$ cat config.mk
export PLATFORM = sky130hd
export DESIGN_NAME = serial_frame_tx
export DESIGN_NICKNAME = d
export VERILOG_FILES = /design/src/rtl/serdes_pkg.sv /design/src/rtl/serdes_hold_reg.sv /design/src/rtl/serial_frame_tx.sv
export SDC_FILE = /design/constraint.sdc
export NUM_CORES = 1
export LEC_CHECK = 0
export ABC_AREA = 1
export BUFFER_PORTS_ARGS = -buffer_cell sky130_fd_sc_hd__clkbuf_2
export CAP_MARGIN = 20
export CORE_UTILIZATION = 55
export DETAILED_ROUTE_END_ITERATION = 7
export GPL_ROUTABILITY_DRIVEN = 0
export HOLD_SLACK_MARGIN = 0.08
export PLACE_DENSITY = 0.73
export SLEW_MARGIN = 20
export SYNTH_ARGS = -nofsm -noshare
export SYNTH_HDL_FRONTEND = slang
export SYNTH_HIERARCHICAL = 1
export SYNTH_SLANG_ARGS = --single-unit
$ cat constraint.sdc
create_clock -name clk -period 1.6 [get_ports clk]
set_input_delay 0.08 -clock clk [delete_from_list [all_inputs] [get_ports clk]]
set_output_delay 0.08 -clock clk [all_outputs]
set_load 0.03 [all_outputs]
$ cat src/rtl/serdes_pkg.sv
// Shared definitions for the framed SERDES link (transmitter and receiver).
// Contents:
//   tx_state_t  - transmitter FSM state encoding
//   DATA_W_DEF  - default data bits per frame
//   LINE_IDLE / START_BIT / STOP_BIT - line levels
//   frame_len() - line cycles per frame, excluding any forced idle gap
package serdes_pkg;

    localparam int unsigned DATA_W_DEF = 8;
    localparam logic        LINE_IDLE  = 1'b1;
    localparam logic        START_BIT  = 1'b0;
    localparam logic        STOP_BIT   = 1'b1;

    typedef enum logic [2:0] {
        StIdle,
        StStart,
        StData,
        StParity,
        StStop,
        StGap
    } tx_state_t;

    // Start + data + optional parity + stop.
    function automatic int unsigned frame_len(input int unsigned data_w, input bit parity_en);
        return 32'(2 + data_w) + {31'd0, parity_en};
    endfunction

endpackage

$ cat src/rtl/serdes_hold_reg.sv
// One-entry valid/ready holding register.
// Ports:
//   clk, nreset  - clock, asynchronous active-low reset
//   para_in      - word offered by the producer
//   in_valid     - para_in is valid this cycle
//   in_ready     - register empty (registered, no path from in_valid)
//   data_out     - held word
//   full         - a word is held
//   drain        - consumer takes the held word this cycle (only meaningful while full)
module serdes_hold_reg
    import serdes_pkg::*;
#(
    parameter int unsigned DATA_W = DATA_W_DEF
) (
    input  logic              clk,
    input  logic              nreset,
    input  logic [DATA_W-1:0] para_in,
    input  logic              in_valid,
    output logic              in_ready,
    output logic [DATA_W-1:0] data_out,
    output logic              full,
    input  logic              drain
);

    logic              r_full;
    logic [DATA_W-1:0] r_data;

    // Drain and accept never coincide: drain needs full, accept needs empty.
    always_ff @(posedge clk or negedge nreset) begin
        if (!nreset) begin
            r_full <= 1'b0;
            r_data <= '0;
        end else begin
            if (drain) begin
                r_full <= 1'b0;
            end
            if (in_valid && !r_full) begin
                r_full <= 1'b1;
                r_data <= para_in;
            end
        end
    end

    assign in_ready = !r_full;
    assign data_out = r_data;
    assign full     = r_full;

endmodule

$ cat src/rtl/serial_frame_tx.sv
// Framed serial transmitter: start bit, DATA_W data bits LSB-first, optional even
// parity bit, stop bit, then IDLE_GAP forced idle cycles. One line bit per clk.
// Ports:
//   clk, nreset - clock, asynchronous active-low reset
//   para_in     - word to transmit
//   in_valid    - para_in valid
//   in_ready    - holding register empty; accept on in_valid && in_ready
//   serial_out  - registered serial line, idle high
//   busy        - registered; high while a frame or gap is on the line
module serial_frame_tx
    import serdes_pkg::*;
#(
    parameter int unsigned DATA_W    = DATA_W_DEF,
    parameter bit          PARITY_EN = 1'b1,
    parameter int unsigned IDLE_GAP  = 0
) (
    input  logic              clk,
    input  logic              nreset,
    input  logic [DATA_W-1:0] para_in,
    input  logic              in_valid,
    output logic              in_ready,
    output logic              serial_out,
    output logic              busy
);

    localparam int unsigned    CNT_W     = 4;
    localparam logic [CNT_W-1:0] DATA_LAST = CNT_W'(DATA_W - 1);
    // Unused (and meaningless) when IDLE_GAP is 0: the gap state is never entered.
    localparam logic [CNT_W-1:0] GAP_LAST  = CNT_W'(IDLE_GAP - 1);

    logic [DATA_W-1:0] w_hold_data;
    logic              w_hold_full;
    logic              w_drain;

    tx_state_t         r_state,  w_state_next;
    logic [DATA_W-1:0] r_shift,  w_shift_next;
    logic [CNT_W-1:0]  r_cnt,    w_cnt_next;
    logic              r_parity, w_parity_next;
    logic              r_serial, w_serial_next;
    logic              r_busy;
    logic              w_try_load;

    serdes_hold_reg #(
        .DATA_W (DATA_W)
    ) u_hold (
        .clk      (clk),
        .nreset   (nreset),
        .para_in  (para_in),
        .in_valid (in_valid),
        .in_ready (in_ready),
        .data_out (w_hold_data),
        .full     (w_hold_full),
        .drain    (w_drain)
    );

    // The line bit is computed for the state being entered so that serial_out
    // changes on the same edge as the state register.
    always_comb begin
        w_state_next  = r_state;
        w_shift_next  = r_shift;
        w_cnt_next    = r_cnt;
        w_parity_next = r_parity;
        w_serial_next = LINE_IDLE;
        w_drain       = 1'b0;
        w_try_load    = 1'b0;

        unique case (r_state)
            StIdle: begin
                w_try_load = 1'b1;
            end
            StStart: begin
                w_state_next  = StData;
                w_cnt_next    = '0;
                w_serial_next = r_shift[0];
                w_parity_next = r_parity ^ r_shift[0];
                w_shift_next  = r_shift >> 1;
            end
            StData: begin
                if (r_cnt == DATA_LAST) begin
                    if (PARITY_EN) begin
                        w_state_next  = StParity;
                        w_serial_next = r_parity;
                    end else begin
                        w_state_next  = StStop;
                        w_serial_next = STOP_BIT;
                    end
                end else begin
                    w_cnt_next    = r_cnt + 4'd1;
                    w_serial_next = r_shift[0];
                    w_parity_next = r_parity ^ r_shift[0];
                    w_shift_next  = r_shift >> 1;
                end
            end
            StParity: begin
                w_state_next  = StStop;
                w_serial_next = STOP_BIT;
            end
            StStop: begin
                if (IDLE_GAP > 0) begin
                    w_state_next = StGap;
                    w_cnt_next   = '0;
                end else begin
                    w_try_load = 1'b1;
                end
            end
            StGap: begin
                if (r_cnt == GAP_LAST) begin
                    w_try_load = 1'b1;
                end else begin
                    w_cnt_next = r_cnt + 4'd1;
                end
            end
            default: begin
                w_state_next = StIdle;
            end
        endcase

        // Common end-of-frame decision: start the held word or fall idle.
        if (w_try_load) begin
            if (w_hold_full) begin
                w_state_next  = StStart;
                w_shift_next  = w_hold_data;
                w_parity_next = 1'b0;
                w_serial_next = START_BIT;
                w_drain       = 1'b1;
            end else begin
                w_state_next  = StIdle;
                w_serial_next = LINE_IDLE;
            end
        end
    end

    always_ff @(posedge clk or negedge nreset) begin
        if (!nreset) begin
            r_state  <= StIdle;
            r_shift  <= '0;
            r_cnt    <= '0;
            r_parity <= 1'b0;
            r_serial <= LINE_IDLE;
            r_busy   <= 1'b0;
        end else begin
            r_state  <= w_state_next;
            r_shift  <= w_shift_next;
            r_cnt    <= w_cnt_next;
            r_parity <= w_parity_next;
            r_serial <= w_serial_next;
            r_busy   <= (w_state_next != StIdle);
        end
    end

    assign serial_out = r_serial;
    assign busy       = r_busy;

endmodule

==> flow_summary_export.csv <==
group,metric,value,unit
run_status,status,"finished clean",
worst_hold_path,hp-class,"in2reg",
setup_path,r2r_start,"r_state[1]",
finish,antenna_cells,0,
setup_path,path_class,"reg2reg",
finish,multi_input_area,636,sq um
worst_hold_path,min-delay-start,"in_valid",
global_route,grt_usage,0.221,
setup_path,cp-end-kind,"register",
finish,layout-drive-gt1-share,0.190,
finish,fin_nets,214,
yosys,ys_seq_area_frac,0.471,
floorplan,io_pins,14,
global_route,overflow,0,
yosys,ys.flop_type,"dfrtp_1",
setup_path,required,1.83,ns
sta,min_period_over_period,0.931,
job,drv_cap,0,
sta,worst_slew_pin_slew,0.649,ns
global_route,grt_use_met2,0.373,
yosys,synth_nets,190,
clocking,htreeDepth,1,
yosys,synth_edf_count,0,
setup_path,crit_start,"r_state[1]",
yosys,syn_area,1440,sq um
floorplan,die_area,2820,sq um
setup_path,r2r_end,"r_shift[6]",
global_route,antenna_found_initial,0,
setup_path,r2r.worst_path.cells,8,
yosys,synth_common_cells,"62 x nand2_1, 26 x dfrtp_1, 23 x nand3_1",
yosys,synth_compound_area_frac,0.0548,
global_route,grt_use_met3,0.0374,
global_route,grt_pass1_wl,4.56,mm
yosys,synthTopCellsByArea,"dfrtp_1 45%, nand2_1 16%, nand3_1 8.0%, inv_1 5.7%, nand3_2 4.9%",
pwr,power.density,1880,nW/um^2
yosys,yosys_warnings,6,
global_route,grt_busiest_layer,"met2",
yosys,syn_inst,177,
detailed_routing,vias_per_cell,5.01,
floorplan,num_rows,18,
yosys,yosys.area_share.simple,0.350,
yosys,ys_ff_latch,27,
setup_path,worstSetupStartpointType,"register",
sta,fin_tns_setup,0,ns
finish,finalNonFillerCells,230,
clocking,tritoncts,"built",
place,port_buffers,13,
sta,finClkSkew,0.00225,ns
clocking,cts_buffers,3,
setup_path,crit_arrival,1.72,ns
sta,holdWs,0.118,ns
pwr,power,3.06,mW
yosys,synth_cell_types,22,
detailed_routing,dr.pass1.iters,4,
floorplan,die_x,53.1,um
setup_path,critPathCapture,"r_shift[6]",
sta,period_minus_slack,1.49,ns
yosys,synth_xor_area_frac,0.0122,
detailed_routing,drc,0,
detailed_routing,ant_nets,0,
clocking,clk_latency,0.31,ns
yosys,muxShareOfSynthArea,0,
clocking,cts_root_buf,"clkbuf_4",
place,placed_cells,217,
finish,nFillCells,210,
yosys,syn_area_per_cell,8.12,sq um
yosys,async_reset_ff_frac,1.00,
global_route,grt_util_met1,0.282,
floorplan,start_util,0.580,
detailed_routing,wl_per_cell,11.2,um
place,dp_worst_setup_slack,0.118,ns
sta,finalSetupViolations,0,
setup_path,crit_fanout,13,
pwr,p_leak,0.875,nW
clocking,cts_setup_buffers,0,
clocking,cts.clk_slew.worst_paths,0.14,ns
global_route,grt_pass1_vias,1094,
floorplan,coreArea,2480,sq um
yosys,synth_top_family_by_area,"simple AND/OR/NAND/NOR gates",
place,hpwl,1.84,mm
floorplan,chipHeight,53.1,um
detailed_routing,num_vias,1152,
pwr,ir_worst_vdd,1.23,mV
sta,fmax,671,MHz
clocking,clockBufferDepth,2,
global_route,grt_max_degree,28,
detailed_routing,wl,2.57,mm
yosys,synth_fa_ha_area_frac,0.0174,
yosys,yosysTopAreaCell,"dfrtp_1",
yosys,synth_most_common_cell,"nand2_1",
yosys,synth_top_cell_area_share,0.453,
detailed_routing,drt_iter0_drc,25,
setup_path,reg2reg_slack,0.11,ns
sta,relSlewSlack,0.567,
finish,ff_latch_area,677,sq um
finish,area_delta_synth_final,13.5,%
clocking,cts.sinks,27,
sta,hold_violations,0,
sta,slew_violations,0,
sta,final.setup.worst_slack,0.110,ns
[sequential cells by signal, summed over array words and instances, names as in the netlist]
register	count
u_hold/data_out	8
r_cnt	4
r_shift	8
busy	1
r_parity	1
r_state	3
serial_out	1
u_hold/full	1
[critical path, stage by stage (launching register included)]
cell and delay (ns):
dfrtp_1 0.44, inv_1 0.16, nand3_2 0.15, o21bai_4 0.24
nand2_8 0.13, inv_4 0.12, nand2_1 0.07, nand2_1 0.07
inv_1 0.04
[worst min-delay path by stage]
stage	slack [ns]	depth (start not counted)	to
2_1_floorplan	-0.22	0	busy
3_3_place_gp	0.14	1	r_state[2]
3_5_place_dp	0.14	1	r_state[2]
4_1_cts	0.1	3	u_hold/data_out[5]
5_1_grt	0.12	3	u_hold/data_out[3]
6_report	0.12	3	u_hold/data_out[4]
[layout make-up]
| class | count | area share |
|---|---|---|
| multi-input cells | 122 | 0.390 |
| well taps | 30 | 0.0230 |
| flip-flops and latches | 27 | 0.415 |
| repair buffers | 23 | 0.0997 |
| clock buffers | 4 | 0.0161 |
| inverters | 24 | 0.0567 |
[repair_timing]
action / in CTS / in global routing
endpoints found under the hold margin: 34 / 0
hold buffers: 9 / 0
setup endpoints to repair: 0 / 5
gates resized for setup: 0 / 3
[metrics by stage]
step | utilization | area [sq um]
detailed placement | 0.607 | 1500
global placement | 0.607 | 1500
floorplan | - | 1440
finish | 0.659 | 1630
CTS | 0.654 | 1620
global route | 0.659 | 1630
[cell families after synthesis]
| kind of cell | after synthesis |
|---|---|
| compound gates | 11 |
| buf+inv | 28 |
| flops | 27 |
| fa+ha+maj | 2 |
| simple gates | 107 |
| xor+xnor | 2 |
[power breakdown]
| part | internal, mW | leakage [nW] | switching (mW) |
|---|---|---|---|
| Combinational | 0.565 | 0.526 | 0.982 |
| Clock | 0.0974 | 0.0150 | 0.190 |
| Sequential | 1.00 | 0.334 | 0.222 |
| Total | 1.67 | 0.875 | 1.39 |
[cell usage in the layout, fill, tap and decap left out, drive strengths merged]
cell type and count:
nand3 30, ha 2, xnor2 1, nor2 10, buf 1, dfstp 1, clkbuf 17, o21ai 9
nand2 66, xor2 1, inv 24, dfrtp 26, o21bai 2, nor3 1, dlygate4sd3 9
[metal layers]
layer,wire length (um),vias to the layer above
li1,-,600
met1,1190,526
met2,1280,24
met3,83,2
met4,15,0
met5,0,-
(Power assumes the default switching activity.)
